==> src/rtl/pmem_pkg.sv <==
// pmem_pkg: shared types and constants for the cache memory-port burst responder.
package pmem_pkg;
    localparam int BEATS = 4;
    localparam int BEAT_W = 64;
    localparam int LINE_W = BEATS * BEAT_W;
    localparam int BEAT_IDX_W = $clog2(BEATS);
    localparam int LINE_OFFSET_BITS = 5;
    localparam int BEAT_BYTES = 8;
    typedef logic [LINE_W-1:0] line_t;
    typedef logic [BEAT_W-1:0] beat_t;
    typedef logic [BEAT_IDX_W-1:0] beat_idx_t;
    typedef enum logic [1:0] {IDLE, RD_BURST, WR_BURST, RESP} pmem_state_t;
endpackage

==> src/rtl/line_beat_buffer.sv <==
// line_beat_buffer: line register with full-line load, per-beat write and per-beat read mux.
module line_beat_buffer
    import pmem_pkg::*;
(
    input  logic                  clk,
    input  logic                  reset_n,
    input  logic                  load_i,
    input  logic [LINE_W-1:0]     line_i,
    input  logic                  wr_en_i,
    input  logic [BEAT_IDX_W-1:0] idx_i,
    input  logic [BEAT_W-1:0]     wr_beat_i,
    output logic [BEAT_W-1:0]     rd_beat_o,
    output logic [LINE_W-1:0]     line_o
);
    line_t line_q, line_d;
    always_comb begin
        line_d = line_q;
        if (load_i)
            line_d = line_i;
        else if (wr_en_i)
            line_d[BEAT_W*int'(idx_i) +: BEAT_W] = wr_beat_i;
    end
    always_ff @(posedge clk or negedge reset_n) begin
        if (!reset_n)
            line_q <= '0;
        else
            line_q <= line_d;
    end
    assign rd_beat_o = line_q[BEAT_W*int'(idx_i) +: BEAT_W];
    assign line_o = line_q;
endmodule

==> src/rtl/pmem_burst_responder.sv <==
// pmem_burst_responder: serializes one 256-bit cache line read/write into a 4-beat 64-bit bus burst.
module pmem_burst_responder
    import pmem_pkg::*;
(
    input  logic              clk,
    input  logic              reset_n,
    input  logic              pmem_read,
    input  logic              pmem_write,
    input  logic [31:0]       pmem_address,
    input  logic [LINE_W-1:0] pmem_wdata,
    output logic [LINE_W-1:0] pmem_rdata,
    output logic              pmem_resp,
    output logic              bus_read,
    output logic              bus_write,
    output logic [31:0]       bus_addr,
    output logic [BEAT_W-1:0] bus_wdata,
    input  logic [BEAT_W-1:0] bus_rdata,
    input  logic              bus_resp
);
    pmem_state_t state_q, state_d;
    beat_idx_t beat_q, beat_d;
    logic [31:0] base_q, base_d;
    logic req;
    logic unused_offset;
    assign unused_offset = ^pmem_address[LINE_OFFSET_BITS-1:0];
    assign req = pmem_read | pmem_write;
    assign bus_read = state_q == RD_BURST;
    assign bus_write = state_q == WR_BURST;
    assign pmem_resp = state_q == RESP;
    assign bus_addr = base_q + 32'(beat_q) * 32'(BEAT_BYTES);
    always_comb begin
        state_d = state_q;
        beat_d = beat_q;
        base_d = base_q;
        case (state_q)
            IDLE: if (req) begin
                base_d = {pmem_address[31:LINE_OFFSET_BITS], {LINE_OFFSET_BITS{1'b0}}};
                beat_d = '0;
                state_d = pmem_write ? WR_BURST : RD_BURST;
            end
            RD_BURST, WR_BURST: if (bus_resp) begin
                beat_d = beat_q + beat_idx_t'(1);
                state_d = beat_q == beat_idx_t'(BEATS - 1) ? RESP : state_q;
            end
            default: state_d = IDLE;
        endcase
    end
    always_ff @(posedge clk or negedge reset_n) begin
        if (!reset_n) begin
            state_q <= IDLE;
            beat_q <= '0;
            base_q <= '0;
        end else begin
            state_q <= state_d;
            beat_q <= beat_d;
            base_q <= base_d;
        end
    end
    // A read accept leaves the buffer alone; the incoming beats overwrite it slice by slice.
    line_beat_buffer u_buf (
        .clk       (clk),
        .reset_n   (reset_n),
        .load_i    (state_q == IDLE && pmem_write),
        .line_i    (pmem_wdata),
        .wr_en_i   (bus_read && bus_resp),
        .idx_i     (beat_q),
        .wr_beat_i (bus_rdata),
        .rd_beat_o (bus_wdata),
        .line_o    (pmem_rdata)
    );
endmodule

==> config.mk <==
export PLATFORM = sky130hd
export DESIGN_NAME = pmem_burst_responder
export DESIGN_NICKNAME = d
export VERILOG_FILES = /design/src/rtl/pmem_pkg.sv /design/src/rtl/line_beat_buffer.sv /design/src/rtl/pmem_burst_responder.sv
export SDC_FILE = /design/constraint.sdc
export NUM_CORES = 1
export LEC_CHECK = 0
export CAP_MARGIN = 20
export CORE_AREA = 2 2 278 280
export DETAILED_ROUTE_END_ITERATION = 12
export DIE_AREA = 0 0 280 282
export DONT_BUFFER_PORTS = 1
export SETUP_SLACK_MARGIN = 0.1
export SLEW_MARGIN = 20
export SYNTH_ARGS = -nofsm -noshare
export SYNTH_HDL_FRONTEND = slang
export SYNTH_HIERARCHICAL = 1
export SYNTH_SLANG_ARGS = --single-unit
export TNS_END_PERCENT = 10
==> constraint.sdc <==
create_clock -name clk -period 7.3 [get_ports clk]
set_clock_uncertainty 0.2 [all_clocks]
set_input_delay 1.825 -clock clk [delete_from_list [all_inputs] [get_ports clk]]
set_output_delay 1.825 -clock clk [all_outputs]
set_load 0.05 [all_outputs]
# == Word-level counts from Yosys, hierarchy flattened ==
# Cells that the tools add are included.
# totals
regBits,287
inputBits,357
# classes
add_sub_neg,3
eq_ne,7
n_shift,3
n_mux,11
bitwise,1
reduce_logical,9
# ops
cell,n
256-bit two-way mux,2
256-bit bitwise mux,1
"64-bit by 33-bit variable shift with 256-bit output, first input constant",1
256-bit by 9-bit indexed part select with 64-bit output,1
64-bit by 33-bit indexed part select with 256-bit output,1
8-bit negation with 33-bit output,1
32-bit by 5-bit adder with 32-bit output,1
2-bit two-way mux,6
2-bit case mux with 2 select lines,2
"2-bit == test, second input constant",3
"2-bit != test, second input constant",3
3-bit AND reduction,2
2-bit nonzero test,2
"2-bit by 1-bit adder with 2-bit output, second input constant",1
"2-bit by 1-bit == test with 1-bit output, second input constant",1
1-bit logical AND,2
2-bit logical NOT,1
2-bit AND reduction,1
2-bit OR reduction,1
1-bit bitwise OR,1

# == Logic depth before layout (Yosys ltp) ==
# Gate-level depths: netlist of run 1.
# depth
ltp_word,5
mapped_depth,10
ltp_nobuf,6

# == Cells and area by module ==
# Netlist of run 1, hierarchy kept.
# by_module_without_submodules
mod,instances,cells_each,area_each_um2,seq_area_each_um2
line_beat_buffer,1,946,12639.6,6406.1
pmem_burst_responder,1,99,1485.2,775.7

# == Worst setup path after synthesis of run 1 ==
# No wires, ideal clock.
# synth_path
path_type,reg2out
startpoint,reg beat_q[0]
endpoint,out bus_wdata[10]
t_arrival_ns,2.151
required_ns,5.275
slack_ns,3.124
stages_incl_launch_ff,5
path_buffers,3
path_cell_list,dfrtp_1 > buf_2 > buf_4 > buf_2 > mux4_2
# synth_via
elab_chain_len,1
# synth_lines
item,line_no,source
from (decl),pmem_burst_responder.sv:21,"beat_idx_t beat_q, beat_d;"
from (signal assigned),pmem_burst_responder.sv:55,beat_q <= beat_d;
256-bit by 9-bit indexed part select with 64-bit output,line_beat_buffer.sv:29,assign rd_beat_o = line_q[BEAT_W*int'(idx_i) +: BEAT_W];
to (decl),pmem_burst_responder.sv:16,"output logic [BEAT_W-1:0] bus_wdata,"
# No other way between the ends.

# == Worst setup path after layout of run 1 ==
# layout_path
startpoint,reg beat_q[0]
endpoint,out bus_wdata[0]
# The elaborated chain is that of the path after synthesis.

==> run summary, run 1 <==
Die Wd: 280 um
Core area: 0.07570 mm2
Slowest CP cell: dfrtp_4
Arrival time at the worst endpoint: 3210 ps
Final worst path period share: 0.7168
Vias in the first global route: 11270
Worst hold path class: reg2reg
Multi-input combinational cell area: 0.006485 mm2
Initial antenna violation count: 6
Placer Congestion: 0.8479
Setup_tns: 0 ps
Largest net degree at the start of global routing: 288
Vias: 10410
Mapped Area: 0.01412 mm2
Area contributors post-synth: dfrtp_1 (51%), a22o_1 (16%), a21o_1 (14%)
DR top layer: met5
Port Buffers: 0
Initial core utilization: 0.1866
Share of layout cells above drive strength 1: 0.1723
Outcome: completed
Main flop type after synthesis: dfrtp_1
Worst Setup End Kind: primary output
Grt ovf: 0
Min Clock Period, post-route: 5233 ps
Clock Path Buffers: 3
CP Cell Sequence: buf_4 > mux4_2
Total CTS buffers: 34
Synthesis-to-finish area growth: 15.03%
Most common cell in the netlist: dfrtp_1
Top-area cell type share of the netlist area: 0.5085
Crit-path max cell delay: 930 ps
Register Area: 0.007189 mm2
Startpoint types: register
CTS tree: yes
Drt pass-1 iters: 5
H-tree level count: 2
Nets: 1372
Die height: 282 um
Achievable frequency: 0.1911 GHz
Met3 Wirelength: 6317 um
Clock Tree Root: clkbuf_16
Post-CTS resize count: 0
Crit Path Max Fanout: 39
Count of pins over their slew limit: 0
Postcts setup bufs: 0
Worst EP required: 5280 ps
Vias/cell: 5.180
Routed wire per std cell: 27.23 um
# fillers: 8061
WL final: 54740 um
Crit path kind: reg2out
Final HPWL DP: 37580 um
Part of the Yosys area used for sequential elements: 0.5085
Yosys warns: 6
RSZ-0062 raised after global routing: no
Synth cell types: 39
First-pass GRT wire length: 76440 um
Flop and latch count out of synthesis: 287
Post-Synthesis Cells: 1045
Slew @ Worst Pin: 1127 ps
Clock Sinks: 287
Max-slew headroom: 0.2484
Num rows: 101
1st-iter DRT viols: 905
Number of hold buffers added after CTS: 0
Asr flop ratio synth: 1.000
DRC Markers: 0
Final hold violation count: 0
Worst-path clk slew: 60 ps
WL met1: 18930 um
Mean Syn Cell Area: 13.52 um2
Max-cap violations: 0
Antenna-violating nets left: 0
Clk Latency, worst-skew pair: 530 ps
Synth area leader: dfrtp_1
Gr usage total: 0.1287
I/O pin count: 712
Metal2 WL: 26190 um
Post-synth EDFFs: 0
Top post-synthesis cells by count: dfrtp_1 (287), a21o_1 (256), a22o_1 (256)
Die area: 0.07896 mm2
Final setup vio count: 0
[final timing paths]
kind / end / startpoint / depth (start not counted) / slack, ps
setup reg to reg: u_buf/line_o[224] / beat_q[0] / 7 / 2950
hold reg to reg: state_q[1] / state_q[1] / 1 / 430
setup / recovery: bus_wdata[0] / beat_q[0] / 2 / 2070
min in group asynchronous: u_buf/line_o[236] / reset_n / 0 / 810
hold / removal: state_q[1] / state_q[1] / 1 / 430
max in group asynchronous: u_buf/line_o[65] / reset_n / 0 / 5600
[flip-flops by register name (all words and copies together) (netlist names)]
signal        cells
base_q           27
beat_q            2
u_buf/line_o    256
state_q           2
[stage by stage]
| step | hold slack, ps | utilization | std cells | setup WS (ps) | cell area (um2) |
|---|---|---|---|---|---|
| 5_1_grt | 466.6 | 0.2146 | 2010 | 1805 | 16250 |
| 6_report | 428.5 | 0.2146 | 2010 | 2067 | 16250 |
| 2_1_floorplan | 358.8 | - | 1047 | 3124 | 14130 |
| 3_5_place_dp | 424.6 | 0.1990 | 1943 | 2560 | 15060 |
| 3_3_place_gp | 393.9 | 0.1987 | 1942 | 2542 | 15040 |
| 4_1_cts | 436.8 | 0.2138 | 2003 | 1949 | 16180 |
[per-layer routing]
layer / vias up / track usage
met1: 5364 / 0.1390
met2: 839 / 0.2086
met4: 2 / 0.08913
li1: 4034 / -
met3: 172 / 0.04914
met5: - / 0
[cell type report]
| class | instances | share of cell area |
|---|---|---|
| clock inverters | 10 | 0.008240 |
| multi-input cells | 655 | 0.3991 |
| well taps | 978 | 0.07531 |
| diodes | 5 | 0.0007701 |
| flip-flops and latches | 287 | 0.4425 |
| repair buffers | 20 | 0.01247 |
| clock buffers | 50 | 0.06045 |
| inverters | 5 | 0.001155 |
[logic make-up after synthesis]
group                      after synthesis  synth area share
AOI/OAI and AO/OA                      526            0.3023
DFF                                    287            0.5085
buffers and inverters                  105           0.03632
muxes                                   93            0.1304
and+or+nand+nor                         21           0.01160
adders and majority gates               12           0.01063
other                                    1         0.0002655
[critical path: cells and delay by family (launching register included)]
family | cells | cell delay, ps
multiplexers | 1 | 820
flip-flops | 1 | 930
buffers and inverters | 1 | 840
[cell usage in the layout, fill, tap and decap left out, types with 3 or more instances in the layout]
cell,count
a21o_1,256
nand2_1,3
inv_1,5
clkbuf_1,10
bufinv_16,3
clkinv_2,4
mux4_2,64
mux2_2,8
clkbuf_16,35
ha_1,12
a21oi_1,5
mux2_4,20
a21oi_4,4
clkbuf_8,5
conb_1,3
dfrtp_1,285
diode_2,5
buf_4,17
a22o_1,256
Power of run 1 is left out: the tool's default activity adds up to more than one toggle a clock period on the data nets, which glitch-free logic cannot reach.
==> run 2, diff against run 1 <==
--- a/config.mk
+++ b/config.mk
@@ -6,9 +6,9 @@
 export NUM_CORES = 1
 export LEC_CHECK = 0
 export CAP_MARGIN = 20
-export CORE_AREA = 2 2 278 280
+export CORE_AREA = 2 2 277 279
 export DETAILED_ROUTE_END_ITERATION = 12
-export DIE_AREA = 0 0 280 282
+export DIE_AREA = 0 0 279 281
 export DONT_BUFFER_PORTS = 1
 export SETUP_SLACK_MARGIN = 0.1
 export SLEW_MARGIN = 20
==> constraint.sdc (replaced) <==
create_clock -name clk -period 4.2 [get_ports clk]
set_clock_uncertainty 0.2 [all_clocks]
set_input_delay 1.05 -clock clk [delete_from_list [all_inputs] [get_ports clk]]
set_output_delay 1.05 -clock clk [all_outputs]
set_load 0.05 [all_outputs]
==> run summary, run 2 (synthesis gave the netlist of run 1 again) <==
Max-slew headroom: 0.2819
Initial antenna violation count: 11
RSZ-0062 raised after global routing: no
Achievable frequency: 0.2630 GHz
Worst-path clk slew: 60 ps
Final core occ: 0.2176
Routed wire per std cell: 29.88 um
Postcts setup bufs: 0
CTS tree: yes
Vias: 10440
Placed insts: 1945
Min Clock Period, post-route: 3802 ps
1st-iter DRT viols: 860
Worst EP required: 2950 ps
Count of pins over their slew limit: 0
# fillers: 7982
Final hold violation count: 0
Grt ovf: 0
Total CTS buffers: 35
Num rows: 101
Gr usage total: 0.1446
Worst Reg-to-Reg Cells: 8
Share of layout cells above drive strength 1: 0.1793
Vias in the first global route: 10940
Arrival time at the worst endpoint: 2550 ps
Final HPWL DP: 40340 um
Commonest non-fill, non-tap cell in the layout: dfrtp_1
Clock Sinks: 287
Die Wd: 279 um
Port Buffers: 0
Die area: 0.07840 mm2
Die height: 281 um
Startpoint types: register
Antenna-violating nets left: 0
Largest net degree at the start of global routing: 132
Initial core utilization: 0.1872
Worst hold path class: in2async
WL final: 60230 um
Clock Path Buffers: 3
H-tree level count: 2
Max reg flops: 256
DRC Markers: 0
Setup_tns: 0 ps
Core area: 0.07544 mm2
Reg2reg end: u_buf/line_o[200]
Crit path kind: reg2out
Post-CTS resize count: 0
Outcome: completed
Final worst path period share: 0.9052
Crit Path Max Fanout: 23
Clk Latency, worst-skew pair: 540 ps
Multi-input combinational cell area: 0.006485 mm2
Drt pass-1 iters: 5
First-pass GRT wire length: 82510 um
Worst Setup End Kind: primary output
Max-cap violations: 0
Reg2reg start: state_q[1]
Slew @ Worst Pin: 1077 ps
Synthesis-to-finish area growth: 16.25%
Register Area: 0.007189 mm2
Placer Congestion: 0.8643
Critical Path Start: beat_q[0]
Number of hold buffers added after CTS: 4
Vias/cell: 5.177
Nets: 1377
I/O pin count: 712
Final setup vio count: 0
Setup crit end: bus_wdata[20]
Slack of the worst reg-to-reg path: 860 ps
Clock Tree Root: clkbuf_16
Fin cells: 2016
Most frequent cells in the layout: dfrtp_1 (285), a22o_1 (256), a21o_1 (256)
[run 2: changes by cell type in the layout (fill, tap and decap cells not counted), sizes merged]
cell / change
buf: +4
clkinv: +2
bufinv: -1
diode: +1
[run 2: worst max-delay path, stage by stage (launching register included)]
cell	delay [ps]
dfrtp_4	740
buf_4	440
mux4_2	760
[run 2: stage by stage]
stage	hold slack (ps)	setup WS (ps)	area, um2
2_1_floorplan	358.8	799.2	14130
3_3_place_gp	392.2	848.9	15140
3_5_place_dp	420.3	807.1	15140
4_1_cts	139.3	304.1	16400
5_1_grt	152.7	243.2	16420
6_report	183.7	398.0	16420
[run 2: worst min path at each step]
stage	start	end	slack, ps
floorplan	state_q[1]	state_q[1]	360
global placement	state_q[1]	state_q[1]	390
detailed placement	state_q[1]	state_q[1]	420
CTS	reset_n	u_buf/line_o[19]	140
global route	reset_n	u_buf/line_o[128]	150
finish	reset_n	u_buf/line_o[255]	180
[run 2: metal layers]
layer | wire length [um] | track usage | vias to the layer above
met2 | 29330 | 0.2451 | 850
li1 | - | - | 4059
met5 | 68 | 0 | -
met1 | 20190 | 0.1512 | 5333
met4 | 3396 | 0.08175 | 10
met3 | 7247 | 0.06060 | 184
[run 2: area by class of cell]
cell class | instances | area share
Sequential cell | 287 | 0.4379
Multi-Input combinational cell | 655 | 0.3950
Tap cell | 978 | 0.07453
Clock buffer | 50 | 0.06233
Timing Repair Buffer | 24 | 0.02042
Clock inverter | 11 | 0.007849
Inverter | 5 | 0.001143
Antenna cell | 6 | 0.0009144
Power of run 2 is left out for the same reason.
==> run 3, diff against run 2 <==
--- a/config.mk
+++ b/config.mk
@@ -11,9 +11,9 @@
 export DIE_AREA = 0 0 279 281
 export DONT_BUFFER_PORTS = 1
 export SETUP_SLACK_MARGIN = 0.1
-export SLEW_MARGIN = 20
+export SLEW_MARGIN = 40
 export SYNTH_ARGS = -nofsm -noshare
 export SYNTH_HDL_FRONTEND = slang
 export SYNTH_HIERARCHICAL = 1
 export SYNTH_SLANG_ARGS = --single-unit
-export TNS_END_PERCENT = 10
+export TNS_END_PERCENT = 50
==> constraint.sdc (replaced) <==
create_clock -name clk -period 4.2 [get_ports clk]
set_clock_uncertainty 0.2 [all_clocks]
set_input_delay 0.42 -clock clk [delete_from_list [all_inputs] [get_ports clk]]
set_output_delay 0.42 -clock clk [all_outputs]
set_load 0.05 [all_outputs]
==> run summary, run 3 (synthesis gave the netlist of run 1 again) <==
Synthesis-to-finish area growth: 40.69%
Die Wd: 279 um
1st-iter DRT viols: 1097
Grt ovf: 0
Hold Slack: -624.2 ps
Clock Path Buffers: 3
Die area: 0.07840 mm2
Clock Tree Root: clkbuf_16
Max-cap violations: 0
Total CTS buffers: 36
Met3 Wirelength: 7827 um
Final HPWL DP: 41330 um
Final setup vio count: 0
Max-slew headroom: 0.4535
Worst Setup End Kind: register
Initial core utilization: 0.1872
I/O pin count: 712
Crit path kind: reg2reg
Setup_tns: 0 ps
Startpoint types: register
Crit Path Max Fanout: 32
RSZ-0062 raised after global routing: no
Most frequent cells in the layout: dlygate4sd3_1 (352), dfrtp_1 (283), a22o_1 (256), a21o_1 (256), mux4_2 (64)
# fillers: 7647
Outcome: finished with violations
WL met1: 21530 um
Final hold violation count: 287
First-pass GRT wire length: 91710 um
Port Buffers: 0
Min Clock Period, post-route: 3576 ps
Worst Reg-to-Reg Cells: 9
Antenna-violating nets left: 0
Largest net degree at the start of global routing: 288
Placer Congestion: 0.8623
DRC Markers: 0
Drt pass-1 iters: 5
Slew @ Worst Pin: 819.7 ps
Num rows: 101
Core area: 0.07544 mm2
Count of pins over their slew limit: 0
Register Area: 0.007192 mm2
DR top layer: met5
Vias/cell: 5.172
Worst-path clk slew: 60 ps
Final worst path period share: 0.8514
Die height: 281 um
Nets: 1728
H-tree level count: 2
Worst hold path class: in2async
Clk Latency, worst-skew pair: 540 ps
Failing checks: negative hold slack
Vias: 12240
Number of hold buffers added after CTS: 352
CTS tree: yes
Clock Sinks: 287
Commonest non-fill, non-tap cell in the layout: dlygate4sd3_1
Metal2 WL: 31750 um
Gr usage total: 0.1568
Share of layout cells above drive strength 1: 0.1368
Arrival time at the worst endpoint: 3840 ps
Routed wire per std cell: 27.39 um
Achievable frequency: 0.2797 GHz
Max reg flops: 256
Worst EP required: 4460 ps
Initial antenna violation count: 11
Multi-input combinational cell area: 0.006485 mm2
WL final: 64830 um
Vias in the first global route: 13530
==> run 3: what timing repair did <==
item,in CTS,in global routing
gates resized for setup,0,0
setup buffers,0,0
hold endpoints to repair,574,287
==> run 3: path summary, 6_finish.rpt <==
check	from	end	slack (ps)
hold reg to reg	state_q[1]	state_q[1]	430
hold / removal	reset_n	u_buf/line_o[113]	-620
max in group asynchronous	reset_n	u_buf/line_o[81]	3900
setup reg to reg	state_q[1]	u_buf/line_o[194]	620
setup / recovery	state_q[1]	u_buf/line_o[194]	620
min in group clk	pmem_read	beat_q[1]	90
==> run 3: routing by layer <==
| layer | GRT usage | up-vias |
|---|---|---|
| met2 | 0.2677 | 1083 |
| met1 | 0.1625 | 6148 |
| met4 | 0.09374 | 2 |
| met5 | 0 | - |
| met3 | 0.06252 | 260 |
| li1 | - | 4748 |
==> run 3: area by class of cell <==
cell class              count  area share
flip-flops and latches    287      0.3619
multi-input cells         655      0.3263
repair buffers            374      0.1881
well taps                 978     0.06158
clock buffers              51     0.05534
clock inverters            10    0.004974
inverters                   5   0.0009444
diodes                      7   0.0008814
==> run 3: worst max-delay path: stages (launching register included) <==
cell and delay [ps]:
dfrtp_1 430, inv_1 120, ha_1 150, buf_4 220
and2_1 510, nand4bb_1 300, nor3b_2 270, buf_4 480
a21o_1 210, dlygate4sd3_1 550
==> run 3: through the flow <==
stage | hold slack [ps] | util | instance area [um2] | worst slack, ps | instances
after floorplan | -75.59 | - | 14130 | 1136 | 1047
after global placement | -66.41 | 0.2003 | 15110 | 1307 | 1946
after detailed placement | -68.88 | 0.2006 | 15130 | 1208 | 1947
after CTS | -671.5 | 0.2632 | 19850 | 672.5 | 2360
after global routing | -670.2 | 0.2634 | 19870 | 495.8 | 2367
final | -624.2 | 0.2634 | 19870 | 624.3 | 2367
Power of run 3 is left out for the same reason.
